File: src/rtl/regfile_scoreboard_if.sv
// Writeback, decode-read and issue/stall signal bundle between decode/writeback and the register file.
interface regfile_scoreboard_if #(
  parameter int DATA_W = 32
);
  logic              wb_reg_en;
  logic [5:0]        wb_reg_waddr;
  logic [DATA_W-1:0] wb_reg_wdata;
  logic [5:0]        rs_addr;
  logic [5:0]        rt_addr;
  logic [DATA_W-1:0] rs_rdata;
  logic [DATA_W-1:0] rt_rdata;
  logic              issue_en;
  logic [5:0]        issue_waddr;
  logic              rd_stall;
  logic              pend_ovf;

  modport master (
    output wb_reg_en, wb_reg_waddr, wb_reg_wdata, rs_addr, rt_addr, issue_en, issue_waddr,
    input  rs_rdata, rt_rdata, rd_stall, pend_ovf
  );

  modport slave (
    input  wb_reg_en, wb_reg_waddr, wb_reg_wdata, rs_addr, rt_addr, issue_en, issue_waddr,
    output rs_rdata, rt_rdata, rd_stall, pend_ovf
  );
endinterface

File: src/rtl/regfile_scoreboard.sv
// GPR/HI/LO register file with per-register pending-write scoreboard; 1-cycle write, combinational reads.
// Optional macro REGFILE_WB_BYPASS_EN adds same-cycle WB-to-read bypass and retire-aware stall.
module regfile_scoreboard #(
  parameter int DATA_W = 32,
  parameter int PEND_W = 2
) (
  input  logic                 clk,
  input  logic                 resetn,
  regfile_scoreboard_if.slave  bus
);
  localparam logic [PEND_W-1:0] PEND_MAX = {PEND_W{1'b1}};

  logic [DATA_W-1:0] regs [1:33];
  logic [PEND_W-1:0] pend [1:33];
  logic              ovf_q;
  logic              ret;
  logic              iss;
  logic              same;
  logic              stall;

  function automatic logic mapped(input logic [5:0] a);
    return (a != 6'd0) && (a <= 6'd33);
  endfunction

  function automatic logic [DATA_W-1:0] read_port(input logic [5:0] a);
    logic [DATA_W-1:0] d;
    d = '0;
    if (mapped(a)) begin
`ifdef REGFILE_WB_BYPASS_EN
      if (ret && (bus.wb_reg_waddr == a)) d = bus.wb_reg_wdata;
      else d = regs[a];
`else
      d = regs[a];
`endif
    end
    return d;
  endfunction

  // A source is busy while writes are outstanding; with bypass, the retiring write no longer counts.
  function automatic logic busy(input logic [5:0] a);
    logic b;
    b = 1'b0;
    if (mapped(a)) begin
`ifdef REGFILE_WB_BYPASS_EN
      if (ret && (bus.wb_reg_waddr == a)) b = (pend[a] > {{(PEND_W-1){1'b0}}, 1'b1});
      else b = (pend[a] != '0);
`else
      b = (pend[a] != '0);
`endif
    end
    return b;
  endfunction

  always_comb begin
    ret   = bus.wb_reg_en && mapped(bus.wb_reg_waddr);
    stall = busy(bus.rs_addr) || busy(bus.rt_addr);
    iss   = bus.issue_en && !stall && mapped(bus.issue_waddr);
    same  = iss && ret && (bus.issue_waddr == bus.wb_reg_waddr);
  end

  assign bus.rs_rdata = read_port(bus.rs_addr);
  assign bus.rt_rdata = read_port(bus.rt_addr);
  assign bus.rd_stall = stall;
  assign bus.pend_ovf = ovf_q;

  always_ff @(posedge clk or negedge resetn) begin
    if (!resetn) begin
      for (int i = 1; i <= 33; i++) begin
        regs[i] <= '0;
        pend[i] <= '0;
      end
      ovf_q <= 1'b0;
    end else begin
      if (ret) regs[bus.wb_reg_waddr] <= bus.wb_reg_wdata;
      // Issue and retire to the same register cancel out.
      if (iss && !same) begin
        if (pend[bus.issue_waddr] == PEND_MAX) ovf_q <= 1'b1;
        else pend[bus.issue_waddr] <= pend[bus.issue_waddr] + 1'b1;
      end
      if (ret && !same && (pend[bus.wb_reg_waddr] != '0))
        pend[bus.wb_reg_waddr] <= pend[bus.wb_reg_waddr] - 1'b1;
    end
  end
endmodule

File: src/flat_wrapper.sv
// flat-port wrapper written by rule: the top's interface ports become plain ports
module regfile_scoreboard_flat 
#(
  parameter int DATA_W = 32,
  parameter int PEND_W = 2
)
  (clk, resetn, bus_wb_reg_en, bus_wb_reg_waddr, bus_wb_reg_wdata, bus_rs_addr, bus_rt_addr, bus_issue_en, bus_issue_waddr, bus_rs_rdata, bus_rt_rdata, bus_rd_stall, bus_pend_ovf);
  regfile_scoreboard_if #(.DATA_W(DATA_W)) bus_i ();
  input  logic clk;
  input  logic resetn;
  input wire logic [$bits(bus_i.wb_reg_en)-1:0] bus_wb_reg_en;
  input wire logic [$bits(bus_i.wb_reg_waddr)-1:0] bus_wb_reg_waddr;
  input wire logic [$bits(bus_i.wb_reg_wdata)-1:0] bus_wb_reg_wdata;
  input wire logic [$bits(bus_i.rs_addr)-1:0] bus_rs_addr;
  input wire logic [$bits(bus_i.rt_addr)-1:0] bus_rt_addr;
  input wire logic [$bits(bus_i.issue_en)-1:0] bus_issue_en;
  input wire logic [$bits(bus_i.issue_waddr)-1:0] bus_issue_waddr;
  output wire logic [$bits(bus_i.rs_rdata)-1:0] bus_rs_rdata;
  output wire logic [$bits(bus_i.rt_rdata)-1:0] bus_rt_rdata;
  output wire logic [$bits(bus_i.rd_stall)-1:0] bus_rd_stall;
  output wire logic [$bits(bus_i.pend_ovf)-1:0] bus_pend_ovf;
  assign bus_i.wb_reg_en = bus_wb_reg_en;
  assign bus_i.wb_reg_waddr = bus_wb_reg_waddr;
  assign bus_i.wb_reg_wdata = bus_wb_reg_wdata;
  assign bus_i.rs_addr = bus_rs_addr;
  assign bus_i.rt_addr = bus_rt_addr;
  assign bus_i.issue_en = bus_issue_en;
  assign bus_i.issue_waddr = bus_issue_waddr;
  assign bus_rs_rdata = bus_i.rs_rdata;
  assign bus_rt_rdata = bus_i.rt_rdata;
  assign bus_rd_stall = bus_i.rd_stall;
  assign bus_pend_ovf = bus_i.pend_ovf;
  regfile_scoreboard #(.DATA_W(DATA_W), .PEND_W(PEND_W)) u_core (.clk(clk), .resetn(resetn), .bus(bus_i));
endmodule
File: config.mk
export PLATFORM = sky130hd
export DESIGN_NAME = regfile_scoreboard_flat
export DESIGN_NICKNAME = d
export VERILOG_FILES = /design/src/rtl/regfile_scoreboard_if.sv /design/src/rtl/regfile_scoreboard.sv /design/src/flat_wrapper.sv
export SDC_FILE = /design/constraint.sdc
export NUM_CORES = 2
export LEC_CHECK = 0
export CORE_ASPECT_RATIO = 1.5
export CORE_MARGIN = 2
export CORE_UTILIZATION = 35
export CTS_BUF_LIST = sky130_fd_sc_hd__clkbuf_4 sky130_fd_sc_hd__clkbuf_8
export DETAILED_ROUTE_END_ITERATION = 8
export PLACE_DENSITY = 0.57
export SYNTH_ARGS = -nofsm -noshare
export SYNTH_HDL_FRONTEND = slang
export SYNTH_SLANG_ARGS = --single-unit
File: constraint.sdc
create_clock -name clk -period 3.4 [get_ports clk]
set_input_delay 0.68 -clock clk [delete_from_list [all_inputs] [get_ports clk]]
set_output_delay 0.68 -clock clk [all_outputs]
set_load 0.1 [all_outputs]
Word level (Yosys, flattened, before mapping)
Cells that the tools add are included.
{"block": "totals", "out_inout_bits": 66, "elab_cells": 144, "regBits": 1123, "inputBits": 60}
{"block": "classes", "n_addsub": 2, "n_eq_ne": 2, "n_bitwise": 4, "n_mux": 34, "order_cmp": 10, "n_reduce_logical": 25}
{"op": "bitwise mux 1056 bit", "count": 1}
{"op": "binary-select mux 32 bit (select 6 bit)", "count": 2}
{"op": "2-to-1 mux 32 bit", "count": 7}
{"op": "2-to-1 mux 66 bit", "count": 3}
{"op": "demux 32 bit (select 6 bit)", "count": 1}
{"op": "bitwise mux 66 bit", "count": 2}
{"op": "binary-select mux 2 bit (select 6 bit)", "count": 4}
{"op": "greater-or-equal comparator 7 bit (second input constant)", "count": 4}
{"op": "NOT 6 -> 7 bit", "count": 4}
{"op": "demux 2 bit (select 6 bit)", "count": 2}
{"op": "less-or-equal comparator 6 bit (second input constant)", "count": 4}
{"op": "nonzero test 6 bit", "count": 4}
{"op": "2-to-1 mux 2 bit", "count": 10}
{"op": "logical AND 1 bit", "count": 14}
{"op": "< comparator 7 x 1 -> 1 bit (second input constant)", "count": 2}
{"op": "equality test 6 bit", "count": 1}
{"op": "nonzero test 2 bit", "count": 3}
{"op": "adder 2 x 1 -> 2 bit (second input constant)", "count": 1}
{"op": "equality test 2 bit (second input constant)", "count": 1}
{"op": "logical NOT 1 bit", "count": 2}
{"op": "2-to-1 mux 1 bit", "count": 2}
{"op": "AND reduction 2 bit", "count": 1}
{"op": "subtractor 2 x 1 -> 2 bit (second input constant)", "count": 1}
{"op": "logical OR 1 bit", "count": 1}

Longest topological paths before layout
{"block": "logic_depth", "ltp_word": 17, "depth_mapped": 17, "ltp_nobuf": 15}

Worst setup path before layout
OpenSTA, ideal clock, no wires.
{"block": "synth_timing", "path_type": "input to output", "from": "input bus_rs_addr[0]", "to": "output bus_rs_rdata[11]", "required_ps": 2720, "path_buffers": 7, "path_stages": 9, "slack_ps": -1215, "arrival_time_ps": 3935, "path_cell_list": "buf_4 > buf_2 > buf_2 > buf_2 > buf_2 > buf_2 > clkbuf_1 > mux2i_1 > o22ai_1"}
{"block": "synth_via", "elab_chain_len": 5, "word_cells_on_any_way": 8, "classes_between": "order compare (1); mux (4); bitwise (1); reduce/logical (2)"}
{"element": "from (decl)", "line": "flat_wrapper.sv:14", "source": "input wire logic [$bits(bus_i.rs_addr)-1:0] bus_rs_addr;"}
{"element": "NOT 6 -> 7 bit (implied by the code)", "line": "regfile_scoreboard.sv:33", "source": "d = regs[a];"}
{"element": "binary-select mux 32 bit (select 6 bit)", "line": "regfile_scoreboard.sv:33"}
{"element": "2-to-1 mux 32 bit (implied by the code) (2 in a row)", "line": "regfile_scoreboard.sv:33"}
{"element": "2-to-1 mux 32 bit *", "line": "regfile_scoreboard.sv:28", "source": "if (mapped(a)) begin"}
{"element": "to (decl)", "line": "flat_wrapper.sv:18", "source": "output wire logic [$bits(bus_i.rs_rdata)-1:0] bus_rs_rdata;"}
Mark *: on every way between the ends. The rest lies on a longest branch, timed or not. The select of a mux whose other input is x is not followed.

Final worst setup path
{"block": "layout_timing", "from": "register u_core.pend[7] (netlist name)", "to": "output bus_rd_stall"}
{"block": "layout_via", "elab_chain_len": 6, "word_cells_on_any_way": 11, "classes_between": "mux (8); reduce/logical (3)"}
{"element": "from (decl)", "line": "regfile_scoreboard.sv:14", "source": "logic [PEND_W-1:0] pend [1:33];"}
{"element": "from (signal, indexed assignment)", "line": "regfile_scoreboard.sv:78", "source": "else pend[bus.issue_waddr] <= pend[bus.issue_waddr] + 1'b1;"}
{"element": "from (signal, indexed assignment)", "line": "regfile_scoreboard.sv:81", "source": "pend[bus.wb_reg_waddr] <= pend[bus.wb_reg_waddr] - 1'b1;"}
{"element": "binary-select mux 2 bit (select 6 bit)", "line": "regfile_scoreboard.sv:48", "source": "b = (pend[a] != '0);"}
{"element": "2-to-1 mux 2 bit (implied by the code) (2 in a row)", "line": "regfile_scoreboard.sv:48"}
{"element": "nonzero test 2 bit", "line": "regfile_scoreboard.sv:48"}
{"element": "2-to-1 mux 1 bit", "line": "regfile_scoreboard.sv:43", "source": "if (mapped(a)) begin"}
{"element": "logical OR 1 bit *", "line": "regfile_scoreboard.sv:56", "source": "stall = busy(bus.rs_addr) || busy(bus.rt_addr);"}
{"element": "to (decl)", "line": "flat_wrapper.sv:20", "source": "output wire logic [$bits(bus_i.rd_stall)-1:0] bus_rd_stall;"}
Marks and branches as above.

==> flow_metrics.env <==
export IMPL_outcome="complete, but fails checks"
export IMPL_violations="setup timing"
export IMPL_synth_avg_cell_area_um2=15.4
export IMPL_clk_path_buf_depth=3
export IMPL_cp_slowest_cell="or4b_1"
export IMPL_die_w_um=347
export IMPL_maxCapViolations=0
export IMPL_timing_critical_path_from="u_core.pend[7]$_DFF_PN0_"
export IMPL_die_y_um=519
export IMPL_worst_pin_slew_ns=1.14
export IMPL_wl_per_cell_um=31.2
export IMPL_fillCellCount=15600
export IMPL_end_kind="primary output"
export IMPL_antenna_left=0
export IMPL_path_cells="or4b_1 -> o311a_1 -> a221o_1 -> o2111a_2 -> or2_4 -> a21oi_2 -> nand2_2 -> buf_12"
export IMPL_total_power_uw=38300
export IMPL_grt_pass1_wl_mm=314
export IMPL_worstSetupPathType="reg2out"
export IMPL_synth_flop_cell="dfrtp_1"
export IMPL_cpPeakStageDelay_ns=0.50
export IMPL_critPathMaxFanout=2
export IMPL_rrSetupSlack_ns=0.23
export IMPL_drive_gt1_share_pct=62.6
export IMPL_numClockSinks=1123
export IMPL_synthCells=4030
export IMPL_powerDensity_nw_per_um2=498
export IMPL_holdWs_ns=0.244
export IMPL_max_freq_ghz=0.265
export IMPL_gr_total_overflow=0
export IMPL_totalWireLength_mm=213
export IMPL_worstReg2RegEnd="u_core.pend[20]$_DFF_PN0_"
export IMPL_cts_root_buf="clkbuf_8"
export IMPL_ios=126
export IMPL_ys_top_cells_by_area="dfrtp_1 45%, mux4_2 22%, mux2_2 20%"
export IMPL_cts_tree="done"
export IMPL_ys_types=68
export IMPL_drv_slew=0
export IMPL_pre_cts_slack_ns=-0.686
export IMPL_layout_min_cycle_time_ns=3.77
export IMPL_grt_pass1_vias=44100
export IMPL_hold_class="in2async"
export IMPL_peakVddDrop_mv=0.418
export IMPL_leakage_uw=0.0338
export IMPL_initial_utilization_pct=35.1
export IMPL_wl_met2_mm=108
export IMPL_via_per_inst=5.94
export IMPL_rsz0062_at_grt="true"
export IMPL_htreeDepth=4
export IMPL_yosys_warnings=0
export IMPL_placementRows=189
export IMPL_nets=4483
export IMPL_start_kind="flop"
export IMPL_clkLatencyLatePin_ns=0.94
export IMPL_grt_antenna_before_repair=4
export IMPL_relSlewSlack_pct=23.7
export IMPL_yosysTopAreaCell="dfrtp_1"
export IMPL_reg2reg_depth=10
export IMPL_ys_seq_elements=1123
export IMPL_netlist_area_leader_share_pct=45.4
export IMPL_first_pass_iters=5
export IMPL_finalWeightedCongestion=0.918
export IMPL_tns_ns=-10.30
export IMPL_crit_arrival_ns=3.09
export IMPL_timing_rr_start="u_core.pend[32]$_DFF_PN0_"
export IMPL_synth_nets=4092
export IMPL_finalCritPeriodShare_pct=111
export IMPL_syn_to_final_growth_pct=24.3
export IMPL_setup_slack_ns=-0.369
export IMPL_drt_first_iter_violations=2939
export IMPL_fp_dieArea_um2=180000
export IMPL_dr_max_layer_used="met4"
export IMPL_route_met3_wl_mm=10.3
export IMPL_cts_clk_slew_worst_paths_ns=0.06
export IMPL_path_buf_inv=1
export IMPL_synth_async_sr_flop_share_pct=100
export IMPL_cts_buffers_inserted=179
export IMPL_crit_family="simple AND/OR/NAND/NOR gates"
export IMPL_grtUsageTotal_pct=23.9
export IMPL_seq_area_frac_synth_pct=45.4
export IMPL_route_detailed_drc=0
export IMPL_met1_length_mm=84.6
export IMPL_grt_start_max_net_pins=134
export IMPL_synth_edf_count=0
export IMPL_finalHoldViolCount=0
export IMPL_crit_cells=8
export IMPL_dp_hpwl_mm=139
export IMPL_port_buffers=125
export IMPL_fin_util_pct=43.7
export IMPL_route_vias_total=40700
export IMPL_finalSetupViolCount=65
export IMPL_critPathCapture="bus_rd_stall"
export IMPL_worstPathRequired_ns=2.72
export IMPL_syn_area_um2=61900
export IMPL_core_area_um2=176000
export IMPL_finClkSkew_ns=0.0308
-- cells in the mapped netlist, drive strengths merged, types with 11 or more instances --
cell    instances
a211oi         11
nand2          45
o22ai          65
clkbuf        253
o21ai          15
mux4          611
dfrtp        1123
mux2i         250
mux2         1126
nor2           60
nand4          37
inv            20
nor3           27
buf           172
a22o           67
a21oi          15
-- worst register-to-register path, cell delays in order (launching register included) --
cell	delay, ns
dfrtp_1	0.50
mux4_2	0.49
mux4_2	0.49
o31ai_4	0.27
inv_2	0.07
ha_2	0.24
nor2b_4	0.18
and3_1	0.30
nand4_1	0.20
mux2i_1	0.19
mux2i_1	0.08
-- registers in the layout, summed over array words and instances (netlist names) --
name,cells
u_core.bus.pend_ovf,1
u_core.pend,66
u_core.regs,1056
-- routing by layer --
metal	global-route usage (%)	up-vias
met1	29.7	22300
met2	40.7	1254
met3	3.88	472
li1	-	16700
met4	10.8	0
met5	0	-
-- layout make-up --
| type | instances | area (um2) | share of cell area (%) |
|---|---|---|---|
| multi-input combinational | 2462 | 33900 | 44.1 |
| sequential | 1123 | 28100 | 36.5 |
| inverter | 20 | 92.6 | 0.120 |
| antenna | 2 | 5.00 | 0.00651 |
| clock inverter | 36 | 370 | 0.481 |
| clock buffer | 281 | 3500 | 4.55 |
| tap | 2292 | 2870 | 3.73 |
| timing repair buffer | 635 | 8040 | 10.5 |
-- through the flow --
stage	instances	instance area, um2
floorplan	4030	63800
global placement	6515	72200
detailed placement	6515	72200
CTS	6841	76700
global route	6850	76900
finish	6851	76900
-- how the worst min path moves through the flow --
stage	from	end	slack (ns)	depth (start not counted)
CTS	resetn	u_core.regs[98]$_DFFE_PN0P_	0.18	2
floorplan	resetn	u_core.bus.pend_ovf$_DFFE_PN0P_	0.38	0
global route	resetn	u_core.regs[98]$_DFFE_PN0P_	0.23	2
finish	resetn	u_core.regs[98]$_DFFE_PN0P_	0.24	2
detailed placement	u_core.regs[763]$_DFFE_PN0P_	u_core.regs[763]$_DFFE_PN0P_	0.51	1
global placement	u_core.bus.pend_ovf$_DFFE_PN0P_	u_core.bus.pend_ovf$_DFFE_PN0P_	0.50	1
-- repair_timing --
item / in CTS / in global routing
pin swaps: 43 / 4
gates resized for setup: 76 / 24
cloned: 2 / 2
setup buffers: 7 / 6
hold buffers: 1 / 0
hold endpoints to repair: 119 / 0
endpoints found under the setup margin: 65 / 92
-- placed cells by master, fill, tap and decap left out, drive strengths merged, types with 3 or more instances in the layout --
cell,n
mux2,1126
dfrtp,1123
mux4,611
buf,583
clkbuf,283
mux2i,250
a22o,67
o22ai,65
nor2,60
clkdlybuf4s50,46
nand2,45
nand4,37
nor3,27
clkinv,23
inv,23
a21oi,15
o21ai,15
a211oi,11
nor2b,10
and2,10
nand2b,8
nor4,8
a31oi,7
o2bb2ai,7
a2bb2oi,7
nand3,6
nor4b,6
bufinv,6
and3,5
or2,5
nor3b,5
a2111oi,5
xor2,4
clkinvlp,4
o211ai,3
o21bai,3
or3,3
-- report_power, final --
group | internal [uW] | switching, uW | total (uW)
Combinational | 4890 | 4040 | 8930
Clock | 6980 | 5770 | 12800
Sequential | 15200 | 1470 | 16700
-- logic make-up after synthesis --
kind of cell	Yosys count	share of synthesized area, %
simple gates	242	2.03
buf+inv	445	2.91
fa+ha+maj	2	0.0404
mux	1987	46.8
compound gates	225	2.73
flops	1123	45.4
xor+xnor	6	0.0849
Note: power is estimated with default switching activity, not from simulation.
